--- config.mk ---
export PLATFORM = sky130hd
export DESIGN_NAME = adpcm_mul_share_arb
export DESIGN_NICKNAME = d
export VERILOG_FILES = /design/src/rtl/adpcm_mul_share_arb.sv
export SDC_FILE = /design/constraint.sdc
export NUM_CORES = 1
export LEC_CHECK = 0
export ABC_CLOCK_PERIOD_IN_PS = 10400
export BUFFER_PORTS_ARGS = -buffer_cell sky130_fd_sc_hd__buf_2
export CAP_MARGIN = 20
export CORE_MARGIN = 2
export CORE_UTILIZATION = 55
export DETAILED_ROUTE_END_ITERATION = 7
export GPL_ROUTABILITY_DRIVEN = 0
export PLACE_DENSITY = 0.83
export SLEW_MARGIN = 20
export SYNTH_ARGS = -nofsm -noshare
export SYNTH_HDL_FRONTEND = slang
export SYNTH_SLANG_ARGS = --single-unit
--- constraint.sdc ---
create_clock -name ap_clk -period 10.4 [get_ports ap_clk]
set_input_delay 2.6 -clock ap_clk [delete_from_list [all_inputs] [get_ports ap_clk]]
set_output_delay 2.6 -clock ap_clk [all_outputs]
set_load 0.1 [all_outputs]
--- src/rtl/adpcm_mul_share_arb.sv ---
// Round-robin sharing of one pipelined signed-by-unsigned multiplier among NUM_REQ requesters.
// Optional per-requester grant and stall counters: define ADPCM_MUL_ARB_STATS_EN.
module adpcm_mul_share_arb #(
  parameter int NUM_REQ     = 4,
  parameter int MUL_LATENCY = 2,
  parameter int A_WIDTH     = 16,
  parameter int B_WIDTH     = 15,
  parameter int P_WIDTH     = 31
) (
  input  logic                       ap_clk,
  input  logic                       ap_rst,
  input  logic [NUM_REQ-1:0]         req_valid,
  output logic [NUM_REQ-1:0]         req_ready,
  input  logic [NUM_REQ*A_WIDTH-1:0] req_a,
  input  logic [NUM_REQ*B_WIDTH-1:0] req_b,
  output logic [NUM_REQ-1:0]         rsp_valid,
  output logic [P_WIDTH-1:0]         rsp_p,
  output logic                       busy
`ifdef ADPCM_MUL_ARB_STATS_EN
  ,
  output logic [NUM_REQ*16-1:0]      grant_cnt,
  output logic [15:0]                stall_cnt
`endif
);

  localparam int PW = $clog2(NUM_REQ);

  logic [PW-1:0]               rr_ptr;
  logic [PW-1:0]               win_idx;
  logic [PW-1:0]               nxt_ptr;
  logic                        found;
  int unsigned                 k;
  logic signed [A_WIDTH-1:0]   sel_a;
  logic [B_WIDTH-1:0]          sel_b;
  logic signed [P_WIDTH-1:0]   prod;

  logic [MUL_LATENCY-1:0]      stg_v;
  logic [P_WIDTH-1:0]          stg_p  [MUL_LATENCY];
  logic [NUM_REQ-1:0]          stg_id [MUL_LATENCY];
  logic [MUL_LATENCY-1:0]      d_v;
  logic [P_WIDTH-1:0]          d_p    [MUL_LATENCY];
  logic [NUM_REQ-1:0]          d_id   [MUL_LATENCY];

  // First valid requester at or after rr_ptr, wrapping modulo NUM_REQ.
  always_comb begin
    found   = 1'b0;
    win_idx = '0;
    k       = 0;
    for (int unsigned i = 0; i < NUM_REQ; i++) begin
      k = (int'(rr_ptr) + i) % NUM_REQ;
      if (!found && req_valid[k[PW-1:0]]) begin
        found   = 1'b1;
        win_idx = k[PW-1:0];
      end
    end
    if (ap_rst) found = 1'b0;
    req_ready = '0;
    if (found) req_ready[win_idx] = 1'b1;
    nxt_ptr = (win_idx == PW'(NUM_REQ - 1)) ? '0 : win_idx + PW'(1);
  end

  // Product fits exactly in A_WIDTH+B_WIDTH signed bits once b is zero-extended.
  always_comb begin
    sel_a = req_a[win_idx*A_WIDTH +: A_WIDTH];
    sel_b = req_b[win_idx*B_WIDTH +: B_WIDTH];
    prod  = sel_a * $signed({1'b0, sel_b});
  end

  always_comb begin
    d_v    = stg_v << 1;
    d_v[0] = found;
    d_p[0] = prod;
    d_id[0] = req_ready;
    for (int unsigned s = 1; s < MUL_LATENCY; s++) begin
      d_p[s]  = stg_p[s-1];
      d_id[s] = stg_id[s-1];
    end
    // Final stage doubles as the output register: zero it when empty.
    if (!d_v[MUL_LATENCY-1]) begin
      d_p[MUL_LATENCY-1]  = '0;
      d_id[MUL_LATENCY-1] = '0;
    end
  end

  always_ff @(posedge ap_clk) begin
    if (ap_rst) begin
      rr_ptr <= '0;
      stg_v  <= '0;
      for (int unsigned s = 0; s < MUL_LATENCY; s++) begin
        stg_p[s]  <= '0;
        stg_id[s] <= '0;
      end
    end else begin
      if (found) rr_ptr <= nxt_ptr;
      stg_v <= d_v;
      for (int unsigned s = 0; s < MUL_LATENCY; s++) begin
        stg_p[s]  <= d_p[s];
        stg_id[s] <= d_id[s];
      end
    end
  end

  assign rsp_valid = stg_id[MUL_LATENCY-1];
  assign rsp_p     = stg_p[MUL_LATENCY-1];
  assign busy      = |stg_v;

`ifdef ADPCM_MUL_ARB_STATS_EN
  logic [15:0] gcnt [NUM_REQ];
  logic [15:0] scnt;

  always_ff @(posedge ap_clk) begin
    if (ap_rst) begin
      scnt <= '0;
      for (int unsigned i = 0; i < NUM_REQ; i++) gcnt[i] <= '0;
    end else begin
      for (int unsigned i = 0; i < NUM_REQ; i++)
        if (req_ready[i] && gcnt[i] != '1) gcnt[i] <= gcnt[i] + 16'd1;
      if ((req_valid & ~req_ready) != '0 && scnt != '1) scnt <= scnt + 16'd1;
    end
  end

  always_comb begin
    for (int unsigned i = 0; i < NUM_REQ; i++) grant_cnt[i*16 +: 16] = gcnt[i];
  end
  assign stall_cnt = scnt;
`endif

endmodule

# [Word-level counts from Yosys, hierarchy flattened]
# Memories as Yosys holds them, arrays and structs flattened.
# Cells that the tools add are included.
[totals] regBits=4 ramBits=70 input_bits=130 output_inout_bits=40 n_memories=2
[classes] n_addsub=4 mul=2 order_cmp=6 n_eq_ne=1 shifts=2 n_mux=30 bitwise_logic=4 n_reduce_logical=8
[mem_list] memory="stg_p" depth=2 width=31 read_ports=2 rd_ports_with_merged_regs=0 write_ports=2 line="38" rtl="logic [P_WIDTH-1:0] stg_p [MUL_LATENCY];"
[mem_list] memory="stg_id" depth=2 width=4 read_ports=2 rd_ports_with_merged_regs=0 write_ports=2 line="39" rtl="logic [NUM_REQ-1:0] stg_id [MUL_LATENCY];"
[ops] op="$mux 31" count=3
[ops] op="$shiftx 64x7->16" count=1
[ops] op="$shiftx 60x7->15" count=1
[ops] op="$mul 16x16->31" count=1
[ops] op="$mux 4" count=4
[ops] op="$lt 2x3->1 const B" count=5
[ops] op="$mux 1" count=13
[ops] op="$mux 2" count=5
[ops] op="$bmux 1 s2" count=4
[ops] op="$mul 2x4->6 const B" count=1
[ops] op="$add 2x1->2 const B" count=2
[ops] op="$add 2x2->2 const B" count=2
[ops] op="$logic_and 1x1->1" count=4
[ops] op="$or 1x1->1" count=4
[ops] op="$logic_not 1->1" count=3
[ops] op="$demux 1 s2" count=1
[ops] op="$eq 2x2->1 const B" count=1
[ops] op="$ge 2x1->1 const B" count=1
[ops] op="$reduce_or 2->1" count=1

# [Logic depth before layout (Yosys ltp)]
# Gate-level depths: netlist (run 1).
[logic_depth] ltp_word=18 ltp_mapped=33

# [Worst setup path before layout (run 1)]
# No wires, ideal clock.
[synth_path] path_type="input to register" startpoint="input port req_valid[0]" endpoint="memory stg_p[0][27]" t_arrival_ps=9312 path_slack_ps=967 stages=28 path_buffers=4 path_cell_list="a21o_1 -> a21oi_1 -> o21a_1 -> buf_6 -> buf_4 -> buf_2 -> nand2_1 -> nand3_1 -> o21ai_0 -> clkbuf_1 -> or2_2 -> fa_1 -> inv_1 -> fa_1 -> fa_1 -> fa_1 -> fa_1 -> inv_1 -> fa_1 -> inv_1 -> ha_1 -> and3_1 -> a221oi_1 -> o21ai_0 -> o41a_1 -> o311ai_1 -> nand2b_1 -> mux2_2"
[synth_lines] element="start, declared" line="12" rtl="input logic [NUM_REQ-1:0] req_valid,"
[synth_lines] element="end, declared" line="38"

==> out/summary.txt, run 1 <==
Status -> finished clean
Area Overhead vs Synth -> 10.4%
1st-iter DRT viols -> 646
Root Buffer -> clkbuf_16
Fin Clk Skew -> 0.00985 ns
Worst hold start -> stg_p[0][13]
Final net count -> 2035
Tightest Pin Transition -> 1.11 ns
CTS sink cnt -> 74
Worst setup EP type -> register
Finish-stage setup viols -> 0
Longest Clk Path Bufs -> 2
Ys Warns -> 0
Primary FF master, synth -> dfxtp_1
Relative slew slack -> 25.2%
GRT overflow -> 0
Vias -> 9947
DR pass1 iterations -> 5
Synthesized cell area -> 0.0125 mm²
Filler instances -> 1857
Avg Cell Area, Syn -> 8.60 µm²
Max cap viols -> 0
Hold Path End -> stg_p[0][44]
Die Wd -> 155 µm
CP required -> 10.68 ns
FF+latch count, synth -> 74
Syn_nets -> 1911
Detail Route Antenna Nets -> 0
Hold depth -> 1
Worst EP arrival -> 10.18 ns
GRT Resource Usage Total -> 26.7%
CTS clk-pin slew, worst paths -> 0.06 ns
Postcts setup bufs -> 0
Setup_tns -> 0 ns
Wire per inst -> 16.0 µm
Pins Over Slew Limit -> 0
Worst reg-to-reg path cell count -> 26
Die height -> 155 µm
Crit path kind -> in -> reg
Crit Path Max Fanout -> 41
I/O Buffers -> 169
Die Area -> 0.0240 mm²
Distinct cells, synth -> 53
Final hold vios -> 0
# rows -> 55
Dpl hpwl -> 24.1 mm
Global-route wire length before repair -> 50.9 mm
Startpoint Class -> input pin
Worst flop-to-flop path startpoint -> rr_ptr[1]
Share of layout cells above drive strength 1 -> 22.3%
Hold WC Path Type -> reg -> reg
CTS tree -> done
Antenna cell count -> 0
Initial core utilization -> 55.7%
Largest net degree at the start of global routing -> 42
Mapped Cells -> 1457
DR DRC count -> 0
Async set-reset flop share out of synthesis -> 0%
Reg-to-reg setup timing slack -> 2.46 ns
Post-Route WL -> 29.9 mm
FF-to-FF End -> stg_p[0][27]
Worst-Skew Late Latency -> 0.34 ns
Max Freq -> 101 MHz
Hold_buf cts -> 0
TritonCTS Buffers -> 9
H-tree Lvls -> 3
RSZ-0062 raised after global routing -> no
PostCTS Resize Cnt -> 0
Crit share post-route -> 95.2%
Seq/Total Area, Yosys -> 11.8%
Initial antenna violation count -> 0
Min Tclk post-route -> 9.90 ns
IO Pins -> 170
Critical Path Start -> req_valid[0]
EDFF count, synth -> 0
Via/cell ratio -> 5.32
Core Region -> 0.0225 mm²
Vias in the first global route -> 11000
-- worst max path at each step --
stage                   endpoint  slack [ns]  depth (start not counted)
global placement    stg_p[0][27]        0.40                         25
finish              stg_p[0][30]        0.50                         28
floorplan           stg_p[0][27]        0.97                         28
CTS                 stg_p[0][27]        0.56                         25
global route        stg_p[0][29]        0.16                         26
detailed placement  stg_p[0][27]        0.21                         25
-- area by class of cell --
class | count | area, µm² | share of cell area [%]
multi-input combinational | 1005 | 9470 | 68.4
inverter | 286 | 1090 | 7.85
clock buffer | 10 | 239 | 1.73
sequential | 74 | 1480 | 10.7
timing repair buffer | 205 | 1120 | 8.06
clock inverter | 6 | 95.1 | 0.687
tap | 285 | 357 | 2.58
-- routing by layer --
layer,part of all wire [%],vias to the layer above,global-route usage (%)
met1,36,4912,29.8
met5,0,-,0
met4,5.1,0,13.9
li1,-,4534,-
met2,53,373,49.0
met3,6.2,128,4.43
-- cells by family (layout without fill, tap and decap cells) --
group / Yosys count / after routing / share of synthesized area, %
AND/OR/NAND/NOR: 542 / 542 / 20.5
buffers and inverters: 378 / 507 / 12.8
adder cells (fa/ha/maj): 324 / 324 / 46.8
AO/OA/AOI/OAI: 101 / 101 / 5.20
flip-flops: 74 / 74 / 11.8
XOR/XNOR: 30 / 30 / 2.21
multiplexers: 8 / 8 / 0.669
-- critical path: stages --
cell and delay [ns]:
buf_2 0.12, a21o_1 0.17, a21oi_1 0.15, o21a_2 0.22, buf_4 0.39, nand2_1 0.10
nand3_1 0.09, o21ai_0 0.39, buf_4 0.36, or2_2 0.32, fa_1 0.51, inv_1 0.06
fa_1 0.49, fa_1 0.62, fa_1 0.45, fa_1 0.49, inv_1 0.05, fa_1 0.47
inv_1 0.04, ha_1 0.32, a21o_1 0.19, a21o_1 0.17, a21oi_1 0.24, o221ai_2 0.17
o221a_2 0.30, a41oi_1 0.26, xnor3_1 0.34, nor2_1 0.09
-- metrics by stage --
step | std cells | utilization (%) | hold slack (ns) | area, µm² | setup WS, ns
final | 1871 | 61.5 | 0.422 | 13800 | 0.499
after global routing | 1871 | 61.5 | 0.433 | 13800 | 0.157
after CTS | 1871 | 61.5 | 0.419 | 13800 | 0.556
after detailed placement | 1855 | 60.0 | 0.411 | 13500 | 0.210
after global placement | 1855 | 60.0 | 0.411 | 13500 | 0.398
after floorplan | 1457 | - | 0.406 | 12500 | 0.967
-- flip-flops by register name (all words and copies together), names as in the netlist --
name and cells:
rr_ptr 2, stg_id 8, stg_p 62, stg_v 2
-- synth_stat cells (6+ instances only) --
master / count / area share, %
ha_1: 83 / 8.3
nand3_1: 33 / 1.3
o21ai_0: 35 / 1.4
nor2b_1: 8 / 0.40
nand2_1: 153 / 4.6
and2_1: 45 / 2.2
nor2_1: 156 / 4.7
clkbuf_1: 35 / 1.0
a21oi_1: 18 / 0.72
xor2_1: 8 / 0.56
fa_1: 241 / 38
inv_1: 284 / 8.5
nor3_1: 11 / 0.44
or2_2: 118 / 5.9
xnor2_1: 21 / 1.5
buf_2: 18 / 0.72
dfxtp_1: 74 / 12
buf_4: 38 / 2.3
and3_1: 6 / 0.30
a21o_1: 13 / 0.78
-- placed cells by master, fill, tap and decap left out, types with 2 or more instances in the layout --
cell / instances
inv_6: 3
nor2_1: 156
inv_1: 284
nand2_1: 153
a21o_1: 13
and2_1: 45
or2_2: 118
xor2_1: 8
o211ai_1: 2
o21ai_0: 34
clkbuf_16: 9
nor2b_1: 7
a21oi_1: 18
mux2_2: 3
nand2b_1: 4
ha_1: 83
buf_2: 169
fa_1: 241
dfxtp_1: 74
mux2i_1: 5
a211oi_1: 3
o21bai_1: 3
o21ai_1: 6
a31oi_1: 2
nor3_1: 11
o22ai_1: 2
nand3_1: 33
buf_4: 36
bufinv_16: 2
or2_1: 2
and3_1: 6
xnor2_1: 21
o21a_1: 4
Power of run 1 is left out: the tool's default activity adds up to more than one toggle a clock period on the data nets, which glitch-free logic cannot reach.
==> run 2, diff against run 1 <==
--- a/config.mk
+++ b/config.mk
@@ -5,6 +5,7 @@
 export SDC_FILE = /design/constraint.sdc
 export NUM_CORES = 1
 export LEC_CHECK = 0
+export ABC_AREA = 1
 export ABC_CLOCK_PERIOD_IN_PS = 10400
 export BUFFER_PORTS_ARGS = -buffer_cell sky130_fd_sc_hd__buf_2
 export CAP_MARGIN = 20
@@ -12,7 +13,7 @@
 export CORE_UTILIZATION = 55
 export DETAILED_ROUTE_END_ITERATION = 7
 export GPL_ROUTABILITY_DRIVEN = 0
-export PLACE_DENSITY = 0.83
+export PLACE_DENSITY = 0.82
 export SLEW_MARGIN = 20
 export SYNTH_ARGS = -nofsm -noshare
 export SYNTH_HDL_FRONTEND = slang
==> run 2 against run 1 <==
- sequential share of layout area shrank 0.46 points
- setup slack gained 0.083 ns
- global-route usage grew 0.39 points
- largest cell class unchanged
- area after synthesis grew 6.3%
- utilization shrank 0.28 points
- critical endpoint unchanged
==> out/summary.txt, run 2 <==
Fin Clk Skew -> 0.00661 ns (-0.00325 ns)
Status -> finished clean
Met1 Use GR -> 30.5% (+0.75 points)
Max Freq -> 102 MHz (+0.84%)
Crit path kind -> in -> reg
Area of the multi-input gates -> 0.00958 mm² (+1.2%)
Post-synthesis compound-gate area fraction -> 9.52% (+4.3 points)
Most frequent cells in the layout -> inv_1, fa_1, nor2_1, nand2_1, buf_2
GRT overflow -> 0 (unchanged)
EDFF count, synth -> 0 (unchanged)
I/O Buffers -> 169 (unchanged)
Register area -> 0.00148 mm² (unchanged)
RSZ-0062 raised after global routing -> no
Slowest stage delay, CP -> 0.58 ns (-0.04 ns)
Global-route wire length before repair -> 55.4 mm (+8.8%)
Max cap viols -> 0 (unchanged)
Biggest register -> stg_p
Core Region -> 0.0236 mm² (+4.9%)
Worst setup EP type -> register
Mux share of post-synthesis cell area -> 0% (-0.67 points)
CP required -> 10.63 ns (-0.05 ns)
Simple logic cell fraction of the synthesized area -> 17.6% (-2.9 points)
Adder-Cell Fraction of Synth Area -> 44.0% (-2.8 points)
Pins Over Slew Limit -> 0 (unchanged)
Setup_tns -> 0 ns (unchanged)
Grt met2 use -> 47.3% (-1.7 points)
Share of layout cells above drive strength 1 -> 16.0% (-6.2 points)
CTS clk-pin slew, worst paths -> 0.06 ns (about the same)
Primary FF master, synth -> dfxtp_1
H-tree Lvls -> 3 (unchanged)
Syn_nets -> 2106 (+10%)
Wire per inst -> 15.8 µm (-1.3%)
Most common cell in the netlist -> inv_1
Root Buffer -> clkbuf_16
Avg Cell Area, Syn -> 8.06 µm² (-6.3%)
GRT Resource Usage Total -> 27.1% (+0.39 points)
Hold_buf cts -> 0 (unchanged)
FF+latch count, synth -> 74 (unchanged)
Commonest non-fill, non-tap cell in the layout -> inv_1
Area Overhead vs Synth -> 8.53%
Worst-Skew Late Latency -> 0.34 ns (about the same)
Die Wd -> 160 µm (+3.0%)
Postcts setup bufs -> 0 (unchanged)
DR DRC count -> 0 (unchanged)
Worst path slowest cell -> fa_1
Vias in the first global route -> 12000 (+9.4%)
Synth area leaders -> fa_1, inv_1, dfxtp_1
Final net count -> 2226 (+9.4%)
Mapped Cells -> 1652 (+13%)
Detail Route Antenna Nets -> 0 (unchanged)
Largest regs -> stg_p (62), stg_id (8)
Via/cell ratio -> 5.32 (+0.11%)
Initial antenna violation count -> 1 (+1)
Post-synth top cells -> inv_1, fa_1, nor2_1
Distinct cells, synth -> 44 (-17%)
Die height -> 160 µm (+3.0%)
Async set-reset flop share out of synthesis -> 0% (unchanged)
CTS tree -> done
Seq/Total Area, Yosys -> 11.1% (-0.70 points)
IO Pins -> 170 (unchanged)
PostCTS Resize Cnt -> 0 (unchanged)
DR pass1 iterations -> 8 (+3)
Finish-stage setup viols -> 0 (unchanged)
Relative slew slack -> 49.4% (+24 points)
Min Tclk post-route -> 9.82 ns (-0.0826 ns)
Worst EP arrival -> 10.05 ns (-0.13 ns)
Filler instances -> 2032 (+9.4%)
Synthesized cell area -> 0.0133 mm² (+6.3%)
TritonCTS Buffers -> 9 (unchanged)
Met3 usage -> 5.74% (+1.3 points)
Dominant combinational cell family by area after synthesis -> adder cells
Leading area contributor after synthesis -> fa_1
Largest net degree at the start of global routing -> 91 (+120%)
Vias -> 11200 (+12%)
Post-Synth XOR/XNOR Area -> 0.723% (-1.5 points)
1st-iter DRT viols -> 803 (+24%)
Dpl hpwl -> 27.6 mm (+15%)
Hold WC Path Type -> reg -> reg
Final hold vios -> 0 (unchanged)
Die Area -> 0.0255 mm² (+6.1%)
Crit share post-route -> 94.4% (-0.79 points)
Most Crowded Layer GR -> met2
Startpoint Class -> input pin
Initial core utilization -> 56.4% (+0.71 points)
Ys Warns -> 0 (unchanged)
Crit Path Max Fanout -> 90 (+120%)
Max reg flops -> 62 (unchanged)
# rows -> 56 (+1.8%)
CTS sink cnt -> 74 (unchanged)
Tightest Pin Transition -> 0.759 ns (-0.352 ns)
Post-Route WL -> 33.0 mm (+11%)
Synth top area share -> 36.2% (-2.3 points)
Longest Clk Path Bufs -> 2 (unchanged)
## run 2: changes by cell type in the layout (fill, tap and decap cells not counted), moves of 22 or more
cell,change
or2_1,+23
nor2_1,+72
inv_1,+144
buf_4,-22
or2_2,-107
and2_1,-44
a21oi_1,+63
nand2_1,+70
## run 2: final timing paths
| kind | from | cells after the start | to | slack [ns] |
|---|---|---|---|---|
| max | req_valid[3] | 33 | stg_p[0][30] | 0.58 |
| min | stg_p[0][19] | 2 | stg_p[0][50] | 0.40 |
| max reg2reg | rr_ptr[0] | 33 | stg_p[0][30] | 2.17 |
| min reg2reg | stg_p[0][19] | 2 | stg_p[0][50] | 0.40 |
## run 2: routing by layer
metal	vias up	part of all wire (%)
li1	5040	-
met1	5391	35
met4	0	6.1
met3	160	8.6
met2	570	50
met5	-	0
## run 2: logic make-up after synthesis
family          count (synthesis)
fa+ha+maj                     324
compound gates                160
xor+xnor                       11
simple gates                  554
buf+inv                       529
flops                          74
## run 2: metrics by stage
stage               util (%)  worst slack [ns]  area [µm²]  cells  hold WS [ns]
finish                  61.2             0.582       14500   2097         0.404
global route            61.2             0.185       14500   2097         0.414
CTS                     61.2             0.733       14500   2096         0.407
detailed placement      60.0             0.396       14200   2080         0.402
global placement        60.0             0.490       14200   2080         0.396
floorplan                  -              1.52       13300   1652         0.394
## run 2: cell type report
cell class                 instances  share of cell area, %
timing repair buffer             185                   6.85
antenna                            1                 0.0173
inverter                         453                   11.8
clock inverter                     7                  0.485
tap                              319                   2.76
sequential                        74                   10.2
multi-input combinational       1049                   66.2
clock buffer                       9                   1.56
## run 2: critical path: cells and delay by family
| kind | cells | cell delay (ns) |
|---|---|---|
| AOI/OAI and AO/OA | 6 | 1.52 |
| adders and majority gates | 7 | 3.43 |
| and+or+nand+nor | 13 | 1.41 |
| buffers and inverters | 7 | 1.05 |
Power of run 2 is left out for the same reason.
==> run 3, diff against run 2 <==
--- a/config.mk
+++ b/config.mk
@@ -5,7 +5,6 @@
 export SDC_FILE = /design/constraint.sdc
 export NUM_CORES = 1
 export LEC_CHECK = 0
-export ABC_AREA = 1
 export ABC_CLOCK_PERIOD_IN_PS = 10400
 export BUFFER_PORTS_ARGS = -buffer_cell sky130_fd_sc_hd__buf_2
 export CAP_MARGIN = 20
@@ -13,8 +12,8 @@
 export CORE_UTILIZATION = 55
 export DETAILED_ROUTE_END_ITERATION = 7
 export GPL_ROUTABILITY_DRIVEN = 0
-export PLACE_DENSITY = 0.82
-export SLEW_MARGIN = 20
+export GPL_TIMING_DRIVEN = 0
+export PLACE_DENSITY = 0.83
 export SYNTH_ARGS = -nofsm -noshare
 export SYNTH_HDL_FRONTEND = slang
 export SYNTH_SLANG_ARGS = --single-unit
==> run 3 against run 2 <==
- die area shrank 5.8%
- design area shrank 2.3%
- cell count shrank 8.0%
- setup slack lost 0.27 ns
==> out/summary.txt, run 3 (synthesis gave the netlist of run 1 again) <==
CTS clk-pin slew, worst paths -> 0.06 ns (about the same)
Finish-stage setup viols -> 0 (unchanged)
Setup_tns -> 0 ns (unchanged)
Crit share post-route -> 97.0% (+2.6 points)
Longest Clk Path Bufs -> 2 (unchanged)
GRT overflow -> 0 (unchanged)
Wire per inst -> 16.5 µm (+4.8%)
CTS sink cnt -> 74 (unchanged)
Filler instances -> 1865 (-8.2%)
CTS tree -> done
Pins Over Slew Limit -> 0 (unchanged)
Hold slack -> 0.422 ns (+0.0177 ns)
Post-Route WL -> 31.8 mm (-3.6%)
Core Region -> 0.0225 mm² (-4.7%)
Fin Clk Skew -> 0.00663 ns (+0.0000196 ns)
Status -> finished clean
Global-route wire length before repair -> 51.8 mm (-6.4%)
Max cap viols -> 0 (unchanged)
I/O Buffers -> 168 (-0.59%)
Via/cell ratio -> 5.36 (+0.67%)
1st-iter DRT viols -> 637 (-21%)
DR pass1 iterations -> 7 (-1)
Relative slew slack -> 29.1% (-20 points)
Worst setup EP type -> register
IO Pins -> 170 (unchanged)
Place WS -> -0.564 ns (-0.961 ns)
Biggest register -> stg_p
Most frequent cells in the layout -> inv_1, fa_1, buf_2, nor2_1, nand2_1
Grt met2 use -> 48.7% (+1.4 points)
Worst path slowest cell -> fa_1
Tightest Pin Transition -> 1.05 ns (+0.296 ns)
Hold_buf cts -> 0 (unchanged)
Met3 usage -> 6.04% (+0.30 points)
Min Tclk post-route -> 10.09 ns (+0.274 ns)
Largest regs -> stg_p (62), stg_id (8)
TritonCTS Buffers -> 9 (unchanged)
Crit path kind -> in -> reg
Register area -> 0.00148 mm² (unchanged)
Startpoint Class -> input pin
H-tree Lvls -> 3 (unchanged)
CP required -> 10.68 ns (+0.05 ns)
Initial core utilization -> 55.7% (-0.71 points)
Crit Path Max Fanout -> 11 (-88%)
Worst EP arrival -> 10.37 ns (+0.32 ns)
Met1 Use GR -> 31.6% (+1.0 points)
DR DRC count -> 0 (unchanged)
Final net count -> 2093 (-6.0%)
GRT Resource Usage Total -> 27.7% (+0.65 points)
Area Overhead vs Synth -> 12.7%
Largest net degree at the start of global routing -> 14 (-85%)
Antenna cell count -> 0 (-1)
Final hold vios -> 0 (unchanged)
Hold WC Path Type -> reg -> reg
Share of layout cells above drive strength 1 -> 24.3% (+8.3 points)
Cell class contributing the biggest share of worst-path delay -> adder cells
Root Buffer -> clkbuf_16
Slowest stage delay, CP -> 0.52 ns (-0.06 ns)
Final cell utilization of the core -> 62.8% (+1.6 points)
Initial antenna violation count -> 0 (-1)
Max reg flops -> 62 (unchanged)
Area of the multi-input gates -> 0.00952 mm² (-0.55%)
Detail Route Antenna Nets -> 0 (unchanged)
Dpl hpwl -> 26.9 mm (-2.6%)
Worst Path Buf+Inv -> 10 (+3)
Critical path's most frequent cell -> fa_1
Worst setup margin -> 0.307 ns (-0.274 ns)
Vias -> 10300 (-7.4%)
# rows -> 55 (-1.8%)
Max Freq -> 99.1 MHz (-2.7%)
Die height -> 155 µm (-2.9%)
Vias in the first global route -> 11000 (-8.1%)
RSZ-0062 raised after global routing -> no
Die Area -> 0.0240 mm² (-5.8%)
Most Crowded Layer GR -> met2
Commonest non-fill, non-tap cell in the layout -> inv_1
Die Wd -> 155 µm (-2.9%)
Worst-Skew Late Latency -> 0.34 ns (about the same)
-- run 3: cell count changes in the layout (fill, tap and decap cells not counted), moves of 27 or more --
cell / before / now
and2_1: 1 / 45
a21oi_1: 81 / 18
or2_2: 11 / 118
inv_1: 428 / 284
nand2_1: 223 / 153
nor2_1: 228 / 156
buf_4: 14 / 41
-- run 3: through the flow --
stage	instance area (µm²)	instances
floorplan	12500	1457
global route	14100	1929
finish	14100	1929
CTS	14000	1926
global placement	13700	1910
detailed placement	13700	1910
-- run 3: per-layer routing --
metal	part of all wire, %	vias up
met4	5.4	0
met3	8.2	119
met2	51	470
met5	0	-
met1	36	5083
li1	-	4664
-- run 3: cell type report --
type,instances,area share (%)
buffer,92,3.79
clock buffer,11,1.72
clock inverter,5,0.275
inverter,286,7.69
multi-input combinational,1005,67.4
sequential,74,10.5
tap,285,2.52
timing repair buffer,171,6.11
-- run 3: final timing paths --
kind	cells after the start	startpoint	endpoint	slack, ns
hold reg to reg	1	stg_p[0][6]	stg_p[0][37]	0.42
hold / removal	1	stg_p[0][6]	stg_p[0][37]	0.42
setup / recovery	32	req_valid[0]	stg_p[0][30]	0.31
setup reg to reg	30	rr_ptr[1]	stg_p[0][30]	2.30
-- run 3: repair_timing --
| item | CTS | global route |
|---|---|---|
| endpoints found under the setup margin | 3 | 7 |
| setup buffers | 0 | 3 |
| pin swaps | 0 | 1 |
| resized for setup | 5 | 60 |
-- run 3: worst reg2reg max path, delay by kind of cell (launching register included) --
family | cells | cell delay [ns]
simple gates | 6 | 1.05
compound gates | 8 | 1.69
xor+xnor | 1 | 0.46
fa+ha+maj | 7 | 3.32
buf+inv | 8 | 1.09
flops | 1 | 0.45
Power of run 3 is left out for the same reason.
